<file path="config.mk">
export PLATFORM = sky130hd
export DESIGN_NAME = rc4_core_scheduler
export DESIGN_NICKNAME = d
export VERILOG_FILES = /design/src/rtl/rc4_core_scheduler.sv
export SDC_FILE = /design/constraint.sdc
export NUM_CORES = 1
export LEC_CHECK = 0
export BUFFER_PORTS_ARGS = -buffer_cell sky130_fd_sc_hd__buf_2
export CORE_MARGIN = 3
export CORE_UTILIZATION = 50
export CTS_CLUSTER_SIZE = 8
export DETAILED_ROUTE_END_ITERATION = 6
export PLACE_DENSITY_LB_ADDON = 0.15
export SETUP_SLACK_MARGIN = 0.15
export SYNTH_ARGS = -nofsm -noshare
export SYNTH_HDL_FRONTEND = slang
export SYNTH_SLANG_ARGS = --single-unit
</file>
<file path="constraint.sdc">
create_clock -name clk -period 2.95 [get_ports clk]
set_input_delay 0 -clock clk [delete_from_list [all_inputs] [get_ports clk]]
set_output_delay 0 -clock clk [all_outputs]
set_load 0.02 [all_outputs]
</file>
<file path="src/rtl/rc4_core_scheduler.sv">
// Hands candidate keys from a shared keyspace counter to a bank of RC4 cores.
// It tracks which cores are busy, stops all cores on a verified key and reports when the keyspace is used up.
module rc4_core_scheduler #(
  parameter int               NUM_CORES = 2,
  parameter int               KEY_W     = 22,
  parameter logic [KEY_W-1:0] KEY_BASE  = 22'h000000,
  parameter logic [KEY_W-1:0] KEY_MAX   = 22'h3FFFFF
) (
  input  logic                       clk,
  input  logic                       reset,
  input  logic                       start,
  input  logic [NUM_CORES-1:0]       core_done,
  input  logic [NUM_CORES-1:0]       core_valid,
  output logic [NUM_CORES-1:0]       core_start,
  output logic [NUM_CORES*KEY_W-1:0] core_key,
  output logic                       core_abort,
  output logic [KEY_W-1:0]           cur_key,
  output logic                       found,
  output logic [KEY_W-1:0]           found_key,
  output logic                       exhausted,
  output logic                       busy
);

  typedef enum logic [2:0] {
    ST_IDLE      = 3'd0,
    ST_RUN       = 3'd1,
    ST_DRAIN     = 3'd2,
    ST_FOUND     = 3'd3,
    ST_EXHAUSTED = 3'd4
  } state_t;

  state_t                     state_r, state_s;
  logic [NUM_CORES-1:0]       busy_vec_r, busy_vec_s;
  logic [NUM_CORES-1:0]       done_s, match_s, win_s, disp_s;
  logic [KEY_W-1:0]           win_key_s;
  logic [NUM_CORES-1:0]       core_start_r;
  logic [NUM_CORES*KEY_W-1:0] core_key_r;
  logic                       core_abort_r, found_r, exhausted_r, busy_r;
  logic [KEY_W-1:0]           cur_key_r, found_key_r;

  // One-hot of the lowest set bit; it is used both for idle-core selection and for match priority.
  function automatic logic [NUM_CORES-1:0] lowest_one(input logic [NUM_CORES-1:0] v);
    logic [NUM_CORES-1:0] r;
    logic                 seen;
    r    = '0;
    seen = 1'b0;
    for (int i = 0; i < NUM_CORES; i++) begin
      r[i] = v[i] & ~seen;
      seen = seen | v[i];
    end
    return r;
  endfunction

  // Next-state, dispatch selection and busy-vector update.
  always_comb begin
    done_s    = core_done & busy_vec_r;
    match_s   = done_s & core_valid;
    win_s     = lowest_one(match_s);
    win_key_s = '0;
    disp_s    = '0;
    state_s   = state_r;
    for (int i = 0; i < NUM_CORES; i++) begin
      win_key_s = win_key_s | (core_key_r[i*KEY_W +: KEY_W] & {KEY_W{win_s[i]}});
    end
    case (state_r)
      ST_IDLE: begin
        if (start) begin
          state_s = ST_RUN;
        end else begin
          state_s = ST_IDLE;
        end
      end
      ST_RUN: begin
        if (|match_s) begin
          state_s = ST_FOUND;
        end else begin
          // Cores finishing at this edge are not yet eligible for another key.
          disp_s = lowest_one(~busy_vec_r);
          if ((|disp_s) && (cur_key_r == KEY_MAX)) begin
            state_s = ST_DRAIN;
          end else begin
            state_s = ST_RUN;
          end
        end
      end
      ST_DRAIN: begin
        if (|match_s) begin
          state_s = ST_FOUND;
        end else if (busy_vec_r == '0) begin
          state_s = ST_EXHAUSTED;
        end else begin
          state_s = ST_DRAIN;
        end
      end
      ST_FOUND:     state_s = ST_FOUND;
      ST_EXHAUSTED: state_s = ST_EXHAUSTED;
      default:      state_s = ST_IDLE;
    endcase
    if (|match_s) begin
      busy_vec_s = '0;
    end else begin
      busy_vec_s = (busy_vec_r & ~done_s) | disp_s;
    end
  end

  // State, keyspace counter and registered outputs.
  always_ff @(posedge clk) begin
    if (reset) begin
      state_r      <= ST_IDLE;
      busy_vec_r   <= '0;
      core_start_r <= '0;
      core_key_r   <= '0;
      core_abort_r <= 1'b0;
      cur_key_r    <= KEY_BASE;
      found_r      <= 1'b0;
      found_key_r  <= '0;
      exhausted_r  <= 1'b0;
      busy_r       <= 1'b0;
    end else begin
      state_r      <= state_s;
      busy_vec_r   <= busy_vec_s;
      core_start_r <= disp_s;
      core_abort_r <= |match_s;
      found_r      <= found_r | (|match_s);
      exhausted_r  <= (state_s == ST_EXHAUSTED);
      busy_r       <= (state_s == ST_RUN) || (state_s == ST_DRAIN);
      if (|match_s) begin
        found_key_r <= win_key_s;
      end
      // Saturate at KEY_MAX so the counter never wraps or goes past the end.
      if ((|disp_s) && (cur_key_r != KEY_MAX)) begin
        cur_key_r <= cur_key_r + KEY_W'(1);
      end
      for (int i = 0; i < NUM_CORES; i++) begin
        if (disp_s[i]) begin
          core_key_r[i*KEY_W +: KEY_W] <= cur_key_r;
        end
      end
    end
  end

  assign core_start = core_start_r;
  assign core_key   = core_key_r;
  assign core_abort = core_abort_r;
  assign cur_key    = cur_key_r;
  assign found      = found_r;
  assign found_key  = found_key_r;
  assign exhausted  = exhausted_r;
  assign busy       = busy_r;

endmodule
</file>
**Word-level counts from Yosys, hierarchy flattened**

Index checks and enable logic that the tools add are counted.

- Bits in registers: 99
- Bits in latches: 0
- Memory bits (writable): 0
- ROM bits: 0
- Word-level logic and storage cells: 52
- Memories kept: 0

- Add/sub/neg operators: 1
- Multiply operators: 0
- Div/mod/pow operators: 0
- $lt $le $gt $ge: 0
- Equality and inequality tests: 9
- Shift operators: 0
- Mux-type cells: 8
- Bitwise gates (word level): 14
- Reduce and logical (&&, ||, !) cells: 9

Operator list:

| kind | count |
|---|---|
| 22-bit bitwise AND | 2 |
| 22-bit by 1-bit adder with 22-bit output (second input constant) | 1 |
| 22-bit equality test (second input constant) | 1 |
| 22-bit inequality test (second input constant) | 1 |
| 22-bit bitwise OR | 1 |
| 3-bit one-hot mux with 5 select lines | 1 |
| 3-bit by 2-bit equality test with 1-bit output (second input constant) | 3 |
| 2-bit 2-to-1 mux | 4 |
| 2-bit bitwise AND | 3 |
| 3-bit by 1-bit equality test with 1-bit output (second input constant) | 2 |
| 3-bit equality test (second input constant) | 2 |
| 3-bit 2-to-1 mux | 2 |
| 2-bit OR reduction | 3 |
| 2-bit NOT | 2 |
| 3-bit zero test | 1 |
| 3-bit OR reduction | 1 |
| 1-bit bitwise AND | 2 |
| 1-bit logical AND | 2 |
| 2-bit zero test | 1 |
| 1-bit NOT | 2 |
| 2-bit bitwise OR | 1 |
| 1-bit logical OR | 1 |
| 1-bit 2-to-1 mux | 1 |
| 1-bit bitwise OR | 1 |

**Logic depth before layout (Yosys ltp)**

Gate-level depths: netlist of run 1.

- Word-level depth: 10
- Gate-level depth with buffers: 8
- Gate-level depth less buffers: 6

**Worst setup path before layout of run 1**

OpenSTA, ideal clock, no wires.

- Path kind: register -> register
- From: reg cur_key_r[0], in the netlist cur_key[0]
- To: reg cur_key_r[18], in the netlist cur_key[18]
- Data arrival time: 2555 ps
- Required time: 2879 ps
- Setup slack: 325 ps
- Cell stages (with the launch flop): 8
- Buffers on the path: 1
- Period minus slack after synthesis: 2625 ps
- Cells stage by stage: dfxtp_1 > ha_1 > nand3_1 > or3_2 > or4_1 > buf_2 > or4_1 > a21oi_1

- Word-level cells in the longest chain between the ends: 2

Ends and longest elaborated chain:

| item | RTL line | RTL |
|---|---|---|
| start: declaration | 39 | `logic [KEY_W-1:0] cur_key_r, found_key_r;` |
| start signal: assignment | 132 | `cur_key_r <= cur_key_r + KEY_W'(1);` |
| branches (longest 2 deep; another with 22-bit by 1-bit adder with 22-bit output) | -- |  |

Several ways; the timed one is not identified.
A chain may end at the register's enable or synchronous reset.

**Final worst setup path of run 1**

- From: reg cur_key_r[1], in the netlist cur_key[1]
- To: reg cur_key_r[18], in the netlist cur_key[18]

The elaborated chain is that of the path after synthesis.

==> summary.txt, run 1 <==
Drt
  – Met1 WL: approximately 5400 µm
  – Number of DRC markers in iteration 0: between 200 and 300
  – Vias: between 3000 and 4000
  – Top Metal Used: met4
  – Vias/cell: 5.59
  – Final WL: approximately 11000 µm
  – DR pass1 iterations: 6
  – Drt drc: 0
  – Metal3 WL: roughly 900 µm
  – Post-route ant nets: 0
  – WL/cell: around 16 µm
  – Met2 wire length: ~4700 µm

Synth
  – Number of synthesized flops with an enable pin: 0
  – Cell accounting for the most synthesized area: dfxtp_1
  – Synth async-reset ratio: 0%
  – Main flop type after synthesis: dfxtp_1
  – Top cell type's share of synthesized area: ~49%
  – Ranking of synthesized cells by area: dfxtp_1 49%, nand2_1 13%, a21oi_1 7.7%, a311oi_1 4.8%, nor2_1 3.4%
  – Syn Std Cell Area: ~4000 µm²
  – Mapped Cells: 500
  – Synth unique cells: 42
  – Synth warn: 0
  – Sequential-to-total area share from yosys stat: about half
  – Syn_nets: between 500 and 600
  – Average cell area after synthesis: 8.01 µm²
  – Synthesized flop and latch total: 99

Pwr
  – Switching pwr: approximately 0.60 mW
  – Gate power share: 7.1%
  – VDD IR-drop max: 214 µV
  – Sw Ratio: roughly a quarter
  – Internal power: 1.80 mW
  – Pwr/cell area: approximately 500 nW/µm²
  – Reg power frac: a little under three fifths
  – Clock power frac: a little over a third
  – Pleak: 1.91 nW

Worst setup path
  – Critical path type: flip-flop to flip-flop
  – Worst Setup End Kind: flip-flop
  – Largest fanout on the critical path: 8
  – Crit path DAT: between 2 and 3 ns
  – Startpoint types: flip-flop
  – Worst EP required: between 3 and 4 ns

STA
  – Hold slack final: between 0.04 and 0.05 ns
  – Final setup violation count: 0
  – Hold Violations, Final: 0
  – RSZ-0062 raised after global routing: false
  – Max Transition Viols Final: 0
  – Crit path time final: roughly 2.6 ns
  – Tcrit/Tclk final: 88.7%
  – Fmax: 0.382 GHz
  – Worst Skew: approximately 0.013 ns
  – Rel. slew slack: about a third
  – Fin Setup TNS: 0 ns
  – Tightest Pin Transition: 0.978 ns

GRT
  – Vias in the first global route: 3321
  – Tot GR Track Use: around a quarter
  – Initial antenna violation count: 0
  – Largest net degree at the start of global routing: 52
  – Grt total ovfl: 0
  – First-pass GRT wire length: ~17000 µm

Floorplanning
  – Number of top-level pins: approximately 100
  – DIE AREA: a little over 9000 µm²
  – Die span in x: between 90 and 100 µm
  – FP Rows: 32
  – Die height: ~96 µm
  – Initial Util: between 50% and 60%
  – Core area: between 7000 and 8000 µm²

Placement
  – Placed cells: between 600 and 700
  – DP HPWL: ~7800 µm
  – Placement Cell Area: ~4500 µm²
  – PortBufs: 100
  – Routability cong.: 0.876

CTS
  – TritonCTS Buffers: 9
  – Clock Tree Buf Depth: 2
  – Post-CTS setup buffer count: 0
  – Sink Count: between 90 and 100
  – CTS H-tree lvls: 3
  – Clock Latency Late Sink: around 0.37 ns
  – CTS tree: done
  – Clk slew on worst S/H paths: 0.09 ns
  – Root Buffer: clkbuf_8

Final layout
  – Ant diodes: 0
  – Final Net Count: 592
  – Commonest non-fill, non-tap cell in the layout: nand2_1
  – Area grow syn2layout: 18.7%
  – Fill cell total of the finished layout: 739
  – Share of layout cells above drive strength 1: between 20% and 30%
  – Design area: around 4800 µm²
  – Commonest non-fill, non-tap cells in the layout: 142 x nand2_1, 100 x buf_2, 98 x dfxtp_1
  – Reg area: 1980 µm²
  – Layout Cells excl Fill: 691
  – Area of the multi-input gates: about 1800 µm²

Run status
  – Outcome: finished clean

Min path
  – Hold Crit Class: primary input to flip-flop

Run
  – Max-cap viol count: 0
==> cells in the mapped netlist (2+ instances only) <==
master / number
a211o_2: 2
a211oi_1: 2
a21oi_1: 62
a311oi_1: 22
buf_1: 4
buf_2: 2
buf_6: 2
clkbuf_1: 28
clkbuf_8: 2
dfxtp_1: 99
inv_1: 6
mux2_2: 3
mux2i_1: 2
nand2_1: 142
nand3_1: 10
nand4_1: 5
nor2_1: 36
nor3_1: 9
nor4_1: 3
o21ai_0: 12
o31ai_1: 8
or3_1: 9
or3_2: 3
or4_1: 9
==> through the flow <==
step | setup WS, ns | power [mW] | utilization (%)
after floorplan | 0.325 | 1.52 | -
after global placement | 0.390 | 1.57 | 58.4
after detailed placement | 0.284 | 1.57 | 58.4
after CTS | 0.251 | 2.42 | 61.2
after global routing | 0.201 | 2.50 | 61.2
final | 0.334 | 2.41 | 61.2
==> power groups by stage <==
stage,Combinational [mW],Sequential [mW],Clock (mW)
after CTS,0.171,1.37,0.881
after global placement,0.165,1.40,0
after floorplan,0.0985,1.42,0
after global routing,0.187,1.38,0.938
final,0.172,1.37,0.864
after detailed placement,0.168,1.40,0
==> worst paths after layout <==
| check | cells past startpoint | from | slack (ns) | endpoint |
|---|---|---|---|---|
| max reg2reg | 6 | cur_key[1]$_SDFFE_PP0P_ | 0.33 | cur_key[18]$_SDFFE_PP0P_ |
| min | 5 | start | 0.04 | state_r[0]$_SDFF_PP0_ |
| min reg2reg | 2 | core_key[21]$_SDFFE_PP0P_ | 0.48 | core_key[21]$_SDFFE_PP0P_ |
| max | 6 | cur_key[1]$_SDFFE_PP0P_ | 0.33 | cur_key[18]$_SDFFE_PP0P_ |
==> sequential cells by signal (all words and copies together), names as in the netlist <==
signal	cells
state_r	3
core_key	44
found	1
core_start	2
found_key	22
busy	1
cur_key	22
core_abort	1
exhausted	1
busy_vec_r	2
==> metal layers <==
metal	track usage [%]	up-vias
met5	0	-
met4	6.64	0
met3	6.00	9
met2	34.3	145
met1	37.6	1811
li1	-	1897
==> final cells by class <==
cell class,instances,share of cell area (%)
multi-input combinational,357,38.4
clock buffer,10,2.69
clock inverter,6,1.37
tap,102,2.69
timing repair buffer,111,12.6
sequential,99,41.7
inverter,6,0.474
==> what timing repair did <==
item	in CTS	in global routing
resized for setup	0	1
hold buffers	2	0
endpoints found under the hold margin	2	0
endpoints found under the setup margin	0	2
==> critical path, cell delays in order (launching register included) <==
cell and delay [ns]:
dfxtp_2 0.39, ha_1 0.18, nand3_1 0.20, or3_2 0.58, or4_1 0.61, or4_1 0.44
a21oi_1 0.15
==> logic make-up (layout without fill, tap and decap cells) <==
family / count (synthesis) / after routing / share of synthesized area [%]
AOI/OAI and AO/OA: 113 / 113 / 17.5
xor gates and xnor gates: 2 / 2 / 0.437
adders and majority gates: 1 / 1 / 0.312
buffers and inverters: 44 / 133 / 5.06
DFF: 99 / 99 / 49.5
muxes: 5 / 5 / 1.34
and+or+nand+nor: 236 / 236 / 25.9
Note: power is estimated with default switching activity, not from simulation.
==> inputs of run 2 (changes only) <==
ABC_AREA = 1   (was unset)
==> run 2 against run 1 <==
  * Setup slack better by 0.35 ns
  * Critical path type unchanged
  * Via count is 10% higher
  * Largest cell class is now multi-input combinational cells
  * Synthesized area is 9.7% higher
  * Clock power is 1% lower
  * Maximum frequency is 16% higher
  * Routed wire length is 3.5% higher
  * First-iteration DRC count is 4.5% lower
  * Register-to-register slack better by 0.35 ns
  * Final cell count is 16% higher
==> summary.txt, run 2 <==
Drt
  – Drt drc: 0 (unchanged)
  – Final WL: 11500 µm (+3.5%)
  – Vias: 4264 (+10%)
  – Number of DRC markers in iteration 0: 253 (-4.5%)
  – Post-route ant nets: 0 (unchanged)
  – WL/cell: 14.3 µm (-11%)
  – DR pass1 iterations: 5 (-1)
  – Vias/cell: 5.30 (-5.2%)

CTS
  – Clock Tree Buf Depth: 2 (unchanged)
  – CTS H-tree lvls: 3 (unchanged)
  – Sink Count: 99 (unchanged)
  – CTS tree: done
  – Clk slew on worst S/H paths: 0.09 ns (about the same)
  – Root Buffer: clkbuf_8
  – Cts repair resizes: 0 (unchanged)
  – TritonCTS Buffers: 9 (unchanged)
  – Clock Latency Late Sink: 0.36 ns (about the same)

Worst setup path
  – Critical path type: flip-flop to flip-flop
  – RR Endpoint: core_key[40]$_SDFFE_PP0P_
  – Worst EP required: 3.23 ns (about the same)
  – Crit path to: core_key[40]$_SDFFE_PP0P_
  – Worst Setup End Kind: flip-flop
  – R2r setup slk: 0.69 ns (+0.35 ns)
  – Number of cells on the worst reg-to-reg path: 7 (+1)
  – Largest fanout on the critical path: 30 (+22)
  – RR Startpoint: busy_vec_r[1]$_SDFF_PP0_
  – Startpoint types: flip-flop
  – Worst setup path startpoint: busy_vec_r[1]$_SDFF_PP0_
  – Crit path DAT: 2.54 ns (-0.37 ns)

Floorplanning
  – Number of top-level pins: 101 (unchanged)
  – Core area: 8380 µm² (+7.9%)
  – FP Rows: 33 (+3.1%)
  – Die span in x: 99.7 µm (+4.4%)
  – DIE AREA: 9940 µm² (+9.0%)
  – Initial Util: 52.4% (+0.83 points)
  – Die height: 99.7 µm (+4.4%)

Synth
  – Synthesized flop and latch total: 99 (unchanged)
  – Syn_nets: 621 (+22%)
  – Mapped Cells: 613 (+23%)
  – Syn Std Cell Area: 4390 µm² (+9.7%)
  – Most frequent cell after synthesis: nand2_1
  – Top cell type's share of synthesized area: 45.1% (-4.4 points)
  – Synth unique cells: 36 (-14%)
  – Ranking of synthesized cells by area: dfxtp_1 45%, nand2_1 13%, nor2_1 7.6%, o21ai_0 5.7%, nand4_1 4.3%
  – Sequential-to-total area share from yosys stat: 45.1% (-4.4 points)
  – Average cell area after synthesis: 7.16 µm² (-11%)
  – Cell accounting for the most synthesized area: dfxtp_1
  – Number of synthesized flops with an enable pin: 0 (unchanged)
  – Main flop type after synthesis: dfxtp_1
  – Synth async-reset ratio: 0% (unchanged)
  – Synth warn: 0 (unchanged)
  – Commonest cells in the netlist: 147 x nand2_1, 99 x dfxtp_1, 89 x nor2_1

STA
  – Hold Violations, Final: 0 (unchanged)
  – Max Transition Viols Final: 0 (unchanged)
  – Fin Setup TNS: 0 ns (unchanged)
  – Final setup violation count: 0 (unchanged)
  – RSZ-0062 raised after global routing: false
  – Tightest Pin Transition: 0.866 ns (-0.112 ns)
  – Rel. slew slack: 42.2% (+7.4 points)
  – Crit path time final: 2.26 ns (-0.355 ns)
  – Worst Skew: 0.0162 ns (+0.00360 ns)
  – Tcrit/Tclk final: 76.6% (-12 points)
  – Fmax: 0.442 GHz (+16%)

Final layout
  – Commonest non-fill, non-tap cells in the layout: 147 x nand2_1, 100 x buf_2, 99 x dfxtp_1
  – Reg area: 1980 µm² (about the same)
  – Max FFs per register: 44 (unchanged)
  – Final Net Count: 704 (+19%)
  – Share of layout cells above drive strength 1: 19.9% (-3.9 points)
  – Fill cell total of the finished layout: 839 (+14%)
  – Area of the multi-input gates: 2040 µm² (+12%)
  – Ant diodes: 0 (unchanged)
  – Layout Cells excl Fill: 805 (+16%)
  – Area grow syn2layout: 16.0%
  – Final core occ: 60.8% (-0.39 points)
  – Commonest non-fill, non-tap cell in the layout: nand2_1

GRT
  – Tot GR Track Use: 23.2% (-1.4 points)
  – Largest net degree at the start of global routing: 45 (-13%)
  – Vias in the first global route: 3904 (+18%)
  – Initial antenna violation count: 0 (unchanged)
  – Grt total ovfl: 0 (unchanged)
  – First-pass GRT wire length: 18900 µm (+8.6%)

Run
  – Max-cap viol count: 0 (unchanged)

Placement
  – DP HPWL: 8110 µm (+3.7%)
  – Placed cells: 788 (+17%)
  – Routability cong.: 0.894 (+2.1%)
  – PortBufs: 100 (unchanged)

Min path
  – Hold Crit Class: primary input to flip-flop

Pwr
  – Pwr/cell area: 516 nW/µm² (+1.9%)
  – VDD IR-drop max: 300 µV (+40%)
  – Pleak: 2.44 nW (+28%)

Run status
  – Outcome: finished clean
run 2: power by group:
part,internal (mW),leakage [nW],switching (mW)
clock,0.389,0.0955,0.465
combinational,0.0959,1.54,0.238
sequential,1.39,0.803,0.0482
total,1.88,2.44,0.751
run 2: final cells by class:
class                      count  area share [%]
multi-input combinational    428            40.1
sequential                    99            38.9
timing repair buffer         106            10.8
inverter                      52            3.88
tap                          105            2.58
clock buffer                   9            2.43
clock inverter                 6            1.28
run 2: stage by stage:
| step | hold slack [ns] | setup slack [ns] | power [mW] | instance area (µm²) |
|---|---|---|---|---|
| after floorplan | 0.178 | 1.20 | 1.71 | 4390 |
| after global placement | 0.340 | 0.824 | 1.80 | 4890 |
| after detailed placement | 0.338 | 0.718 | 1.80 | 4890 |
| after CTS | 0.0635 | 0.687 | 2.65 | 5090 |
| after global routing | 0.0999 | 0.436 | 2.74 | 5090 |
| final | 0.0787 | 0.689 | 2.63 | 5090 |
run 2: cell families after synthesis:
logic type	Yosys count	synth area share, %
flops	99	45.1
xor+xnor	11	2.19
fa+ha+maj	1	0.285
compound gates	92	10.8
simple gates	324	33.3
buf+inv	86	8.32
run 2: worst min path at each step:
stage | from | end | slack (ns) | depth (start not counted)
finish | core_valid[1] | found$_SDFF_PP0_ | 0.08 | 5
global route | reset | core_start[0]$_SDFF_PP0_ | 0.1 | 2
CTS | reset | found$_SDFF_PP0_ | 0.06 | 2
detailed placement | core_done[1] | busy_vec_r[1]$_SDFF_PP0_ | 0.34 | 4
global placement | core_done[1] | busy_vec_r[1]$_SDFF_PP0_ | 0.34 | 4
floorplan | core_done[1] | busy_vec_r[1]$_SDFF_PP0_ | 0.18 | 3
run 2: critical path, stage by stage (launching register included):
cell and delay (ns):
dfxtp_1 0.40, nand3_2 0.13, nand2_2 0.07, inv_2 0.38, nand2_4 0.21, inv_1 0.65, o21ai_0 0.20, a21oi_1 0.15
run 2: repair_timing:
item / CTS / global route
setup buffers: 0 / 0
hold buffers: 2 / 0
hold endpoints to repair: 2 / 0
run 2: per-layer routing:
metal	vias to the layer above	global-route usage (%)	wire, µm
met3	16	3.86	703
met1	1953	30.5	5220
met4	0	7.46	163
met2	144	38.8	5440
li1	2151	-	-
met5	-	0	0
==> inputs of run 3 (changes only) <==
ABC_AREA = 0   (was 1)
CORE_UTILIZATION = 47   (was 50)
clock period = 2.03 ns   (was 2.95 ns; I/O delays follow)
==> run 3 against run 2 <==
  * The run now ends with negative setup slack left
  * Total power up 33%
  * Critical endpoint is now cur_key[20]$_SDFFE_PP0P_
  * Highest routed layer unchanged
  * Setup slack worse by 0.80 ns
  * Clock-buffer cell count stayed put
  * Register-to-register slack got worse by 0.80 ns
==> summary.txt, run 3 (synthesized netlist as in run 1, its figures left out) <==
Run status
  – Outcome: finished, violations left
  – Failing checks: negative setup slack

Drt
  – Drt drc: 0 (unchanged)
  – Vias/cell: 5.52 (+4.3%)
  – Post-route ant nets: 0 (unchanged)
  – Vias: 4125 (-3.3%)
  – DR pass1 iterations: 4 (-1)
  – Number of DRC markers in iteration 0: 232 (-8.3%)
  – WL/cell: 16.2 µm (+13%)
  – Final WL: 12100 µm (+5.2%)

Floorplanning
  – FP Rows: 33 (unchanged)
  – Die height: 98.3 µm (-1.4%)
  – Initial Util: 48.5% (-3.9 points)
  – DIE AREA: 9660 µm² (-2.8%)
  – Core area: 8260 µm² (-1.5%)
  – Number of top-level pins: 101 (unchanged)
  – Die span in x: 98.3 µm (-1.4%)

Placement
  – Placed cells: 714 (-9.4%)
  – DP HPWL: 7820 µm (-3.5%)
  – Setup WS pre-CTS: -0.171 ns (-0.889 ns)
  – Placement Cell Area: 4880 µm² (-0.10%)
  – Routability cong.: 0.786 (-12%)
  – PortBufs: 100 (unchanged)

STA
  – Final setup margin: -0.113 ns (-0.802 ns)
  – Fmax: 0.467 GHz (+5.5%)
  – Hold slack final: 0.0254 ns (-0.0533 ns)
  – Tightest Pin Transition: 0.482 ns (-0.384 ns)
  – Max Transition Viols Final: 0 (unchanged)
  – Rel. slew slack: 67.9% (+26 points)
  – Tcrit/Tclk final: 106% (+29 points)
  – Final setup violation count: 7 (+7)
  – Worst Skew: 0.0140 ns (-0.00222 ns)
  – Crit path time final: 2.14 ns (-0.118 ns)
  – Hold Violations, Final: 0 (unchanged)
  – RSZ-0062 raised after global routing: true

CTS
  – TritonCTS Buffers: 9 (unchanged)
  – Root Buffer: clkbuf_8
  – Sink Count: 99 (unchanged)
  – Clk slew on worst S/H paths: 0.09 ns (about the same)
  – CTS H-tree lvls: 3 (unchanged)
  – Clock Latency Late Sink: 0.37 ns (about the same)
  – CTS tree: done
  – Clock Tree Buf Depth: 2 (unchanged)

GRT
  – First-pass GRT wire length: 18900 µm (+0.29%)
  – Vias in the first global route: 3793 (-2.8%)
  – Tot GR Track Use: 24.1% (+0.87 points)
  – Initial antenna violation count: 0 (unchanged)
  – Largest net degree at the start of global routing: 43 (-4.4%)
  – Grt total ovfl: 0 (unchanged)

Min path
  – Hold Crit Class: primary input to flip-flop

Worst setup path
  – Critical path type: flip-flop to flip-flop
  – Worst Setup End Kind: flip-flop
  – Worst EP required: 2.32 ns (-0.91 ns)
  – Startpoint types: flip-flop
  – Crit path DAT: 2.43 ns (-0.11 ns)
  – Largest fanout on the critical path: 4 (-87%)

Pwr
  – VDD IR-drop max: 338 µV (+13%)
  – Tot Pwr: 3.50 mW (+33%)
  – Pleak: 2.25 nW (-7.9%)
  – Pwr/cell area: 648 nW/µm² (+26%)

Final layout
  – Commonest non-fill, non-tap cells in the layout: 142 x nand2_1, 100 x buf_2, 88 x dfxtp_1
  – Area grow syn2layout: 34.9%
  – Share of layout cells above drive strength 1: 35.4% (+16 points)
  – Ant diodes: 0 (unchanged)
  – Design area: 5400 µm² (+6.0%)
  – Commonest non-fill, non-tap cell in the layout: nand2_1
  – Final Net Count: 645 (-8.4%)
  – Layout Cells excl Fill: 747 (-7.2%)
  – Max FFs per register: 44 (unchanged)

Run
  – Max-cap viol count: 0 (unchanged)
## run 3: cell types whose count changed in the layout (fill, tap and decap cells not counted), sizes merged, moves of 9 or more
cell	previous run	this run
nand2	153	142
nor2	93	36
buf	104	159
nand3	35	10
o21ai	51	13
nand4	30	5
a21oi	36	62
inv	52	8
a311oi	0	22
or4	0	9
or3	0	12
## run 3: final timing paths
kind	startpoint	to	slack, ns	cells after the start
setup / recovery	state_r[2]$_SDFF_PP0_	cur_key[20]$_SDFFE_PP0P_	-0.11	5
hold / removal	start	state_r[0]$_SDFF_PP0_	0.03	5
setup reg to reg	state_r[2]$_SDFF_PP0_	cur_key[20]$_SDFFE_PP0P_	-0.11	5
hold reg to reg	core_key[29]$_SDFFE_PP0P_	core_key[29]$_SDFFE_PP0P_	0.48	2
## run 3: cell type report
type / instances / area [µm²]
inverters: 6 / 22.5
multi-input cells: 360 / 2050
clock buffers: 9 / 124
clock inverters: 7 / 60.1
repair buffers: 161 / 1000
flip-flops and latches: 99 / 2010
well taps: 105 / 131
fillers: 750 / 2860
## run 3: timing repair
action / 4_1_cts / 5_1_grt
gates resized for setup: 13 / 33
cloned: 2 / 2
endpoints found under the setup margin: 40 / 44
endpoints found under the hold margin: 2 / 0
hold buffers: 2 / 0
pin swaps: 10 / 12
buffers inserted: 4 / 7
## run 3: routing by layer
layer / vias up / part of all wire, % / routed length (µm) / track usage (%)
li1: 2019 / - / - / -
met1: 1957 / 45 / 5460 / 32.8
met2: 132 / 48 / 5780 / 39.1
met3: 17 / 5.8 / 707 / 4.07
met4: 0 / 1.5 / 182 / 7.46
met5: - / 0 / 0 / 0
## run 3: critical path, stage by stage, from the launching register on
cell	delay, ns
dfxtp_1	0.32
or3b_1	0.38
or2_1	0.24
or4_4	0.54
or4_4	0.44
a21oi_2	0.16
## run 3: metrics by stage
stage                     utilization, %  setup TNS, ns
after floorplan                        -          -1.02
final                               65.4         -0.481
after global routing                65.4          -1.12
after global placement              59.1         -0.250
after CTS                           62.9         -0.291
after detailed placement            59.1         -0.455
## run 3: power by group
part / leakage, nW / switching, mW / internal, mW
Combinational: 1.34 / 0.203 / 0.117
Sequential: 0.807 / 0.0164 / 1.96
Clock: 0.0957 / 0.735 / 0.466
Total: 2.25 / 0.955 / 2.55
